<file path="src/rtl/lfsr_2_pkg.sv">
// ----------------------------------------------------------------------------
// lfsr_2_pkg
// Shared constants for the lfsr_2 block: default register width and the
// default feedback tap mask (x^8+x^6+x^5+x^4+1, taps on bits 7,5,4,3).
// No ports; imported by lfsr_2.
// ----------------------------------------------------------------------------
package lfsr_2_pkg;

   localparam int         LFSR_WIDTH = 32'd8;
   localparam logic [7:0] LFSR_TAPS  = 8'hB8;

endpackage : lfsr_2_pkg

</file>
<file path="src/rtl/lfsr_2.sv">
// ----------------------------------------------------------------------------
// lfsr_2
// Fibonacci LFSR with a seed captured on the first clock after reset
// release. The state shifts toward the MSB and the feedback bit enters at
// the LSB. wrap pulses for one cycle after a step lands back on the seed.
//
// Ports
//   clk    : in  1      sole clock, rising edge
//   rst    : in  1      asynchronous reset, active low
//   init   : in  WIDTH  seed, sampled once on the first edge after reset
//   shift  : in  1      advance one step per rising edge while high
//   result : out WIDTH  current LFSR state (straight from the register)
//   wrap   : out 1      registered pulse: last step returned to the seed
// ----------------------------------------------------------------------------
module lfsr_2
   import lfsr_2_pkg::*;
#(
   parameter int               WIDTH = LFSR_WIDTH,
   parameter logic [WIDTH-1:0] TAPS  = WIDTH'(LFSR_TAPS)
) (
   input  logic             clk,
   input  logic             rst,
   input  logic [WIDTH-1:0] init,
   input  logic             shift,
   output logic [WIDTH-1:0] result,
   output logic             wrap
);

   logic [WIDTH-1:0] state_r;
   logic [WIDTH-1:0] seed_r;
   logic             loaded_r;
   logic             wrap_r;

   logic             fb_s;
   logic [WIDTH-1:0] step_s;
   logic [WIDTH-1:0] load_val_s;
   logic [WIDTH-1:0] state_d_s;
   logic [WIDTH-1:0] seed_d_s;
   logic             loaded_d_s;
   logic             wrap_d_s;

   // Feedback, stepped value and guarded seed value.
   always_comb begin
      fb_s   = ^(state_r & TAPS);
      step_s = {state_r[WIDTH-2:0], fb_s};
      // An all-zero seed would lock the register at zero forever, so it is
      // replaced by 1.
      if (init == {WIDTH{1'b0}}) begin
         load_val_s = {{(WIDTH-1){1'b0}}, 1'b1};
      end else begin
         load_val_s = init;
      end
   end

   // Next-state selection: load once, then step or hold.
   always_comb begin
      state_d_s  = state_r;
      seed_d_s   = seed_r;
      loaded_d_s = loaded_r;
      wrap_d_s   = 1'b0;
      if (!loaded_r) begin
         // The load edge takes priority over shift; stepping starts next edge.
         state_d_s  = load_val_s;
         seed_d_s   = load_val_s;
         loaded_d_s = 1'b1;
      end else if (shift) begin
         state_d_s = step_s;
         wrap_d_s  = (step_s == seed_r);
      end else begin
         state_d_s = state_r;
      end
   end

   // State, seed, loaded flag and wrap pulse registers.
   always_ff @(posedge clk or negedge rst) begin
      if (!rst) begin
         state_r  <= {WIDTH{1'b0}};
         seed_r   <= {WIDTH{1'b0}};
         loaded_r <= 1'b0;
         wrap_r   <= 1'b0;
      end else begin
         state_r  <= state_d_s;
         seed_r   <= seed_d_s;
         loaded_r <= loaded_d_s;
         wrap_r   <= wrap_d_s;
      end
   end

   assign result = state_r;
   assign wrap   = wrap_r;

endmodule : lfsr_2

</file>
<file path="config.mk">
export PLATFORM = sky130hd
export DESIGN_NAME = lfsr_2
export DESIGN_NICKNAME = d
export VERILOG_FILES = /design/src/rtl/lfsr_2_pkg.sv /design/src/rtl/lfsr_2.sv
export SDC_FILE = /design/constraint.sdc
export NUM_CORES = 1
export LEC_CHECK = 0
export CELL_PAD_IN_SITES_DETAIL_PLACEMENT = 2
export CELL_PAD_IN_SITES_GLOBAL_PLACEMENT = 2
export CORE_ASPECT_RATIO = 1.1
export CORE_UTILIZATION = 27
export CTS_CLUSTER_DIAMETER = 120
export DETAILED_ROUTE_END_ITERATION = 7
export GPL_ROUTABILITY_DRIVEN = 0
export GPL_TIMING_DRIVEN = 0
export HOLD_SLACK_MARGIN = 0.05
export PLACE_DENSITY = 0.76
export SKIP_LAST_GASP = 1
export SLEW_MARGIN = 20
export SYNTH_ARGS = -nofsm -noshare
export SYNTH_HDL_FRONTEND = slang
export SYNTH_SLANG_ARGS = --single-unit
</file>
<file path="constraint.sdc">
create_clock -name clk -period 1.3 [get_ports clk]
set_clock_uncertainty 0.2 [all_clocks]
set_input_delay 0.13 -clock clk [delete_from_list [all_inputs] [get_ports clk]]
set_output_delay 0.13 -clock clk [all_outputs]
set_load 0.03 [all_outputs]
</file>
Word level (Yosys, flattened, before mapping)
Index checks and enable logic that the tools add are counted.

Register bits: 18. Input port bits: 11. Output and inout port bits: 9. Logic and storage cells: 13.

Equal/unequal tests: 2. Muxes and demuxes: 5. Reduce and logical (&&, ||, !) cells: 2.

Operators by type and width (count): 8-bit two-way mux (3); 8-bit equality test (1); 8-bit logical NOT (1); 8-bit parity (1); 1-bit two-way mux (2); 2-bit != test, second input constant (1).

Longest topological paths before layout
Gate-level depths: netlist (run 1).

Depth in word-level cells: 4. Gate-level depth with buffers: 4. Depth with buffers taken out: 4.

Worst setup path before layout (run 1)
OpenSTA, ideal clock, no wires.

Path kind: reg-to-reg. From: reg state_r[3] (netlist: result[3]). To: reg wrap_r (netlist: wrap). Library setup time: 0.120 ns. Arrival time: 1.142 ns. Required time: 0.980 ns. Path slack: -0.162 ns. Cell stages (with the launch flop): 5. Buffers on the path: 0. Period minus slack after synthesis: 1.462 ns. Cell sequence: dfrtp_1 -> xor2_1 -> xnor2_1 -> xnor2_1 -> nor3_2.

Cells in the longest elaborated chain, start to end: 4.

Ends and longest elaborated chain: start: declaration (RTL line lfsr_2.sv:29) `logic [WIDTH-1:0] state_r;`; start signal: assignment (RTL line lfsr_2.sv:77) `state_r <= {WIDTH{1'b0}};`; start signal: assignment (RTL line lfsr_2.sv:82) `state_r <= state_d_s;`; 8-bit parity (RTL line lfsr_2.sv:44) `fb_s = ^(state_r & TAPS);`; 8-bit equality test (*) (RTL line lfsr_2.sv:68) `wrap_d_s = (step_s == seed_r);`; 1-bit two-way mux (*) (RTL line lfsr_2.sv:66) `end else if (shift) begin`; 1-bit two-way mux (*) (RTL line lfsr_2.sv:61) `if (!loaded_r) begin`; via wrap_d_s (RTL line lfsr_2.sv:40) `logic wrap_d_s;`; end signal: assignment (RTL line lfsr_2.sv:85) `wrap_r <= wrap_d_s;`; end: declaration (RTL line lfsr_2.sv:32) `logic wrap_r;`.

Mark *: on every way through the listed nets, which the timed path passes. The rest lies on a longest branch. A chain may end at the register's enable or synchronous reset.

Final worst setup path (run 1)
From: reg state_r[3] (netlist: result[3]). To: reg state_r[0] (netlist: result[0]).

Cells in the longest elaborated chain, start to end: 3.

Ends and longest elaborated chain (RTL line): 8-bit parity (lfsr_2.sv:44); 8-bit two-way mux (lfsr_2.sv:66); 8-bit two-way mux (lfsr_2.sv:61).

No other way between the ends. The select of a mux whose other input is x is not followed.

==> impl_results.rst, run 1 <==
.. list-table::
   :header-rows: 1

   * - Metric
     - Value
   * - Count of mapped cells out of synthesis
     - 73
   * - Number of nets in the synthesized netlist
     - 84
   * - Die span in y
     - 60.8 um
   * - Depth of the most critical reg-to-reg path
     - 4
   * - Final standard cell count with taps included and fillers excluded
     - 136
   * - Violations in the final reports
     - negative setup slack
   * - Overall die area
     - 0.00337 mm2
   * - Number of hold-slack violations in the final timing report
     - 0
   * - Antenna diode count
     - 0
   * - Drt first pass iters
     - 2
   * - Number of placed instances, taps included
     - 124
   * - Clock period minus final worst setup slack
     - 1380 ps
   * - Total global-route track usage
     - 15.3%
   * - Share of the yosys chip area belonging to registers
     - 53.1%
   * - Global-route wire length before repair
     - 3660 um
   * - Fill cells
     - 308
   * - Skew-Pair Late Insertion Delay
     - 310 ps
   * - Total wire length after detailed routing
     - 2340 um
   * - Placement Rows
     - 20
   * - Final critical-path setup slack
     - -80.5 ps
   * - Required time of the critical path
     - 1350 ps
   * - H-tree lvl count
     - 1
   * - Setup_tns
     - -170 ps
   * - Area taken by multi-input logic gates
     - 409 um2
   * - IO buf count
     - 18
   * - GRT Residual Overflow
     - 0
   * - Routed via count divided by cell count
     - 4.86
   * - Buffer cell driving the clock tree root
     - clkbuf_4
   * - Final standard cell utilization of the core
     - 42.0%
   * - Slew Limit Headroom
     - 45.3%
   * - Worst setup path category
     - reg2reg
   * - Wirelength per Cell
     - 17.2 um
   * - Overall power after layout
     - 1.48 mW
   * - Critical path startpoint
     - result[3]$_DFFE_PN0P_
   * - Most common library cell in the layout ignoring fill and taps
     - dfrtp_1
   * - Maximum clock rate
     - 724 MHz
   * - Synth Area in XOR/XNOR
     - 11.4%
   * - TritonCTS clock tree
     - built
   * - Number of top-level design ports
     - 20
   * - Startpoint Class
     - flop
   * - Transition time at the pin with the least slew margin
     - 818 ps
   * - Leakage power
     - 0.521 nW
   * - Type of the most critical hold path
     - in2async
   * - Cell area power density
     - 1220 mW/mm2
   * - Post-detailed-route count of antenna-violating nets
     - 0
   * - CTS Sinks
     - 18
   * - Placeable core region
     - 0.00288 mm2
   * - Maximum number of pins on one net before global-route repair
     - 19
   * - Critical R2R Launch
     - result[3]$_DFFE_PN0P_
   * - Hold slack final
     - 79.2 ps
   * - Largest family of logic cells by synthesized area
     - multiplexers
   * - Endpoint class of the critical path
     - flop
   * - Sequential Area
     - 457 um2
   * - Maximum capacitance violations
     - 0
   * - Share of cell area taken by muxes after synthesis
     - 18.7%
   * - Most frequent cells in the layout
     - dfrtp_1 (13), buf_4 (11), a21oi_1 (9), clkdlybuf4s50_1 (9)
   * - CP Data Arrival Time
     - 1430 ps
   * - Number of buffers created by CTS
     - 3
   * - Via Count
     - 661
   * - Outcome
     - complete, but fails checks
   * - Period utilization
     - 106%
   * - Number of slew-limit violations in the final report
     - 0
   * - Final net count
     - 115
   * - RSZ-0062 raised after global routing
     - yes
   * - Post-synthesis share of cell area spent on and, or, nand and nor gates
     - 7.52%
   * - Arithmetic-cell share of the synthesized area counting full adders, half adders and majority gates
     - 0%
   * - Final HPWL DP
     - 1600 um
   * - Synthesis warning total
     - 0
   * - Cell area after synthesis
     - 848 um2
   * - Clock Path Buffers
     - 2
   * - Largest voltage drop on the vdd net
     - 0.619 mV
   * - Post-route DRC violation count
     - 0
   * - Layout-stage area growth over the synthesis result
     - 42.5%
   * - Distinct cell type count after synthesis
     - 16
   * - Number of synthesized register bits
     - 18
   * - Share of layout cells above drive strength 1
     - 40.8%
   * - Starting density of the core
     - 29.5%
   * - Starting DRT DRC Count
     - 4
   * - Initial antenna violation count
     - 0
   * - Compound-Gate Fraction of Synth Area
     - 6.19%
   * - Max Fanout on Critical Path
     - 5
   * - Clk slew on worst S/H paths
     - 110 ps
   * - Width of the chip
     - 55.4 um
   * - Via count of the first global-routing pass
     - 737
   * - Synth Area per Inst
     - 11.6 um2
   * - Setup violations, final
     - 3
[path summary, 6_finish.rpt]
path | slack, ps | end
min in group clk | 260 | result[3]$_DFFE_PN0P_
max reg2reg | -80 | result[0]$_DFFE_PN0P_
min reg2reg | 340 | seed_r[5]$_DFFE_PN0N_
min | 80 | wrap$_DFF_PN0_
max | -80 | result[0]$_DFFE_PN0P_
max in group asynchronous | 250 | result[7]$_DFFE_PN0P_
[registers in the layout, indices dropped and copies added, names as in the netlist]
| signal | flops |
|---|---|
| result | 8 |
| loaded_r | 1 |
| wrap | 1 |
| seed_r | 8 |
[what timing repair did]
item / in CTS / in global routing
gates cloned: 0 / 0
resized for setup: 54 / 11
endpoints found under the setup margin: 21 / 10
setup buffers: 5 / 3
endpoints found under the hold margin: 1 / 0
pin swaps: 1 / 0
hold buffers: 1 / 0
[cells by family (layout without fill, tap and decap cells)]
logic type	count (synthesis)	count (layout)
AO/OA/AOI/OAI	10	10
other	1	1
AND/OR/NAND/NOR	13	13
multiplexers	15	15
buffers and inverters	5	35
XOR/XNOR	11	11
flip-flops	18	18
[cell type report]
cell class,instances,share of cell area [%]
Timing Repair Buffer,27,19.7
Sequential cell,18,37.8
Buffer,3,1.97
Clock buffer,4,3.00
Tap cell,33,3.42
Inverter,1,0.311
Multi-Input combinational cell,50,33.9
[per-stage QoR]
stage	worst slack [ps]	instance area (um2)
after CTS	-114	1170
after global placement	-261	1080
after global routing	-126	1210
after detailed placement	-330	1080
after floorplan	-78.5	856
final	-80.5	1210
[synthesized netlist by cell type]
cell type	instances	area, um2
xor2_1	3	26.3
inv_1	1	3.75
nor2_1	8	30.0
xnor2_1	8	70.1
dfrtp_1	18	450
nor3_1	1	5.00
clkbuf_1	1	3.75
nand4_1	2	12.5
mux2_2	7	78.8
a21oi_1	9	45.0
nor4_1	1	6.26
nor3_2	1	10.0
buf_2	3	15.0
conb_1	1	3.75
a211oi_1	1	7.51
mux2i_1	8	80.1
[critical path: stages (launching register included)]
cell	delay (ps)
dfrtp_2	480
xor2_2	170
xnor2_2	200
mux2i_1	120
a21oi_1	140
[power by group]
group	switching, mW	internal (mW)
combinational	0.217	0.223
clock	0.191	0.171
sequential	0.0562	0.618
[per-layer routing]
layer / part of all wire [%] / track usage [%] / vias up
li1: - / - / 308
met1: 44 / 17.2 / 333
met2: 51 / 27.0 / 16
met3: 3.5 / 3.20 / 4
met4: 2.1 / 9.64 / 0
met5: 0 / 0 / -
(Power assumes the default switching activity.)
==> run 2, diff against run 1 <==
--- a/config.mk
+++ b/config.mk
@@ -8,6 +8,7 @@
 export CELL_PAD_IN_SITES_DETAIL_PLACEMENT = 2
 export CELL_PAD_IN_SITES_GLOBAL_PLACEMENT = 2
 export CORE_ASPECT_RATIO = 1.1
+export CORE_MARGIN = 2
 export CORE_UTILIZATION = 27
 export CTS_CLUSTER_DIAMETER = 120
 export DETAILED_ROUTE_END_ITERATION = 7
==> impl_results.rst, run 2 (synthesis gave the netlist of run 1 again) <==
.. list-table::
   :header-rows: 1

   * - Metric
     - Value
   * - Post-route DRC violation count
     - 0 (unchanged)
   * - Cell area power density
     - 1240 mW/mm2 (was 1220 mW/mm2)
   * - Skew-Pair Late Insertion Delay
     - 300 ps (was 310 ps)
   * - Violations in the final reports
     - negative setup slack (unchanged)
   * - Number of buffers created by CTS
     - 3 (unchanged)
   * - Total global-route track usage
     - 14.5% (was 15.3%)
   * - Global-route wire length before repair
     - 3880 um (was 3660 um)
   * - Starting DRT DRC Count
     - 6 (was 4)
   * - Critical path startpoint
     - result[4]$_DFFE_PN0P_ (was result[3]$_DFFE_PN0P_)
   * - Clk slew on worst S/H paths
     - 110 ps (about the same)
   * - Buffer cell driving the clock tree root
     - clkbuf_4 (unchanged)
   * - Via Count
     - 648 (was 661)
   * - Die span in y
     - 62.8 um (was 60.8 um)
   * - Net Sw Power
     - 0.462 mW (was 0.465 mW)
   * - Final net count
     - 112 (was 115)
   * - Final critical-path setup slack
     - -160 ps (was -80.5 ps)
   * - Via count of the first global-routing pass
     - 725 (was 737)
   * - Setup violations, final
     - 4 (was 3)
   * - Maximum capacitance violations
     - 0 (unchanged)
   * - Initial antenna violation count
     - 0 (unchanged)
   * - Critical Path, Cell by Cell
     - xnor2_2 > xnor2_2 > xnor2_2 > nor3_2 (was xor2_2 > xnor2_2 > mux2i_1 > a21oi_1)
   * - RSZ-0062 raised after global routing
     - yes (unchanged)
   * - Switching share of power
     - 31.5% (about the same)
   * - Most frequent cells in the layout
     - dfrtp_1 (12), buf_4 (10), a21oi_1 (9), clkdlybuf4s50_1 (9) (was dfrtp_1 (13), buf_4 (11), a21oi_1 (9), clkdlybuf4s50_1 (9))
   * - Clock Path Buffers
     - 2 (unchanged)
   * - Combinational share of power
     - 29.6% (was 29.8%)
   * - Hold slack final
     - 89.8 ps (was 79.2 ps)
   * - Wirelength per Cell
     - 17.7 um (was 17.2 um)
   * - Reg-to-reg setup timing slack
     - -160 ps (was -80 ps)
   * - Placement Rows
     - 21 (was 20)
   * - Maximum number of pins on one net before global-route repair
     - 19 (unchanged)
   * - TritonCTS clock tree
     - built (unchanged)
   * - CTS Sinks
     - 18 (unchanged)
   * - Endpoint class of the critical path
     - flop (unchanged)
   * - Master of the slowest instance on the critical path
     - dfrtp_2 (unchanged)
   * - Routed via count divided by cell count
     - 4.84 (was 4.86)
   * - Drt first pass iters
     - 2 (unchanged)
   * - Critical R2R Launch
     - result[4]$_DFFE_PN0P_ (was result[3]$_DFFE_PN0P_)
   * - Required time of the critical path
     - 1310 ps (was 1350 ps)
   * - Most common library cell in the layout ignoring fill and taps
     - dfrtp_1 (unchanged)
   * - Clock period minus final worst setup slack
     - 1460 ps (was 1380 ps)
   * - Clk network pwr share
     - 24.2% (was 24.5%)
   * - Share of layout cells above drive strength 1
     - 42.0% (was 40.8%)
   * - Width of the chip
     - 57.4 um (was 55.4 um)
   * - Slowest Stage Delay on Critical Path
     - 450 ps (was 480 ps)
   * - Max Fanout on Critical Path
     - 3 (was 5)
   * - Number of slew-limit violations in the final report
     - 0 (unchanged)
   * - Final standard cell utilization of the core
     - 39.2% (was 42.0%)
   * - Maximum clock rate
     - 685 MHz (was 724 MHz)
   * - Slew Limit Headroom
     - 42.9% (was 45.3%)
   * - Worst setup path category
     - reg2reg (unchanged)
   * - Critical hold path startpoint
     - shift
   * - GRT Residual Overflow
     - 0 (unchanged)
   * - Final HPWL DP
     - 1540 um (was 1600 um)
   * - Outcome
     - complete, but fails checks (unchanged)
   * - Startpoint Class
     - flop (unchanged)
   * - Total internal power
     - 1.00 mW (was 1.01 mW)
   * - IO buf count
     - 18 (unchanged)
   * - Post-detailed-route count of antenna-violating nets
     - 0 (unchanged)
   * - H-tree lvl count
     - 1 (unchanged)
   * - CP Data Arrival Time
     - 1470 ps (was 1430 ps)
   * - Total wire length after detailed routing
     - 2380 um (was 2340 um)
   * - Transition time at the pin with the least slew margin
     - 854 ps (was 818 ps)
   * - Largest voltage drop on the vdd net
     - 0.778 mV (was 0.619 mV)
   * - Leakage power
     - 0.510 nW (was 0.521 nW)
   * - Placeable core region
     - 0.00302 mm2 (was 0.00288 mm2)
   * - Period utilization
     - 112% (was 106%)
   * - Overall die area
     - 0.00361 mm2 (was 0.00337 mm2)
   * - Antenna diode count
     - 0 (unchanged)
   * - Type of the most critical hold path
     - in2reg (was in2async)
   * - Cell type with the highest occurrence count on the critical path
     - xnor2_2
   * - Seq pwr share
     - 46.2% (was 45.6%)
   * - Number of top-level design ports
     - 20 (unchanged)
   * - Layout-stage area growth over the synthesis result
     - 39.5% (was 42.5%)
   * - Starting density of the core
     - 28.1% (was 29.5%)
   * - Number of hold-slack violations in the final timing report
     - 0 (unchanged)
==> run 2: changes by cell type in the layout (fill, tap and decap cells not counted), sizes merged <==
cell           delta
clkbuf            -1
clkdlybuf4s15     -1
dlygate4sd3       -1
==> run 2: repair_timing <==
item / CTS / global route
hold buffers: 0 / 0
buffers inserted: 4 / 3
pin swaps: 3 / 4
resized for setup: 50 / 21
cloned: 0 / 0
setup endpoints to repair: 21 / 15
==> run 2: power by group through the flow <==
stage | Clock, mW | Sequential (mW) | Combinational (mW)
floorplan | 0 | 0.732 | 0.175
detailed placement | 0 | 0.688 | 0.376
global placement | 0 | 0.684 | 0.367
global route | 0.390 | 0.688 | 0.470
finish | 0.355 | 0.678 | 0.434
CTS | 0.367 | 0.680 | 0.409
==> run 2: area by class of cell <==
class	instances	area, um2
Sequential cell	18	458
Fill cell	341	1840
Multi-Input combinational cell	50	417
Tap cell	34	42.5
Buffer	3	23.8
Timing Repair Buffer	24	203
Inverter	1	3.75
Clock buffer	4	36.3
==> run 2: through the flow <==
stage	setup WS, ps	power, mW	instance area, um2	TNS (ps)	cells
5_1_grt	-198	1.55	1180	-613	134
3_3_place_gp	-261	1.05	1080	-4440	125
3_5_place_dp	-268	1.06	1080	-4860	125
4_1_cts	-140	1.46	1150	-557	131
6_report	-160	1.47	1180	-367	134
2_1_floorplan	-78.5	0.907	856	-151	73
==> run 2: critical path: cells and delay by family (launching register included) <==
family           cells  cell delay (ps)
XOR/XNOR             3              510
flip-flops           1              450
AND/OR/NAND/NOR      1              210
==> run 2: metal layers <==
metal	track usage [%]	vias up	wire, um
li1	-	300	-
met1	18.1	329	992
met2	24.6	17	1250
met3	4.35	2	124
met4	2.62	0	8
met5	0	-	0
==> run 2: path summary, 6_finish.rpt <==
path | to | cells past startpoint
worst max-delay path | wrap$_DFF_PN0_ | 4
worst min-delay path | result[3]$_DFFE_PN0P_ | 3
worst max register to register | wrap$_DFF_PN0_ | 4
worst min register to register | seed_r[4]$_DFFE_PN0N_ | 1
max in group asynchronous | result[0]$_DFFE_PN0P_ | 1
min in group asynchronous | result[6]$_DFFE_PN0P_ | 1
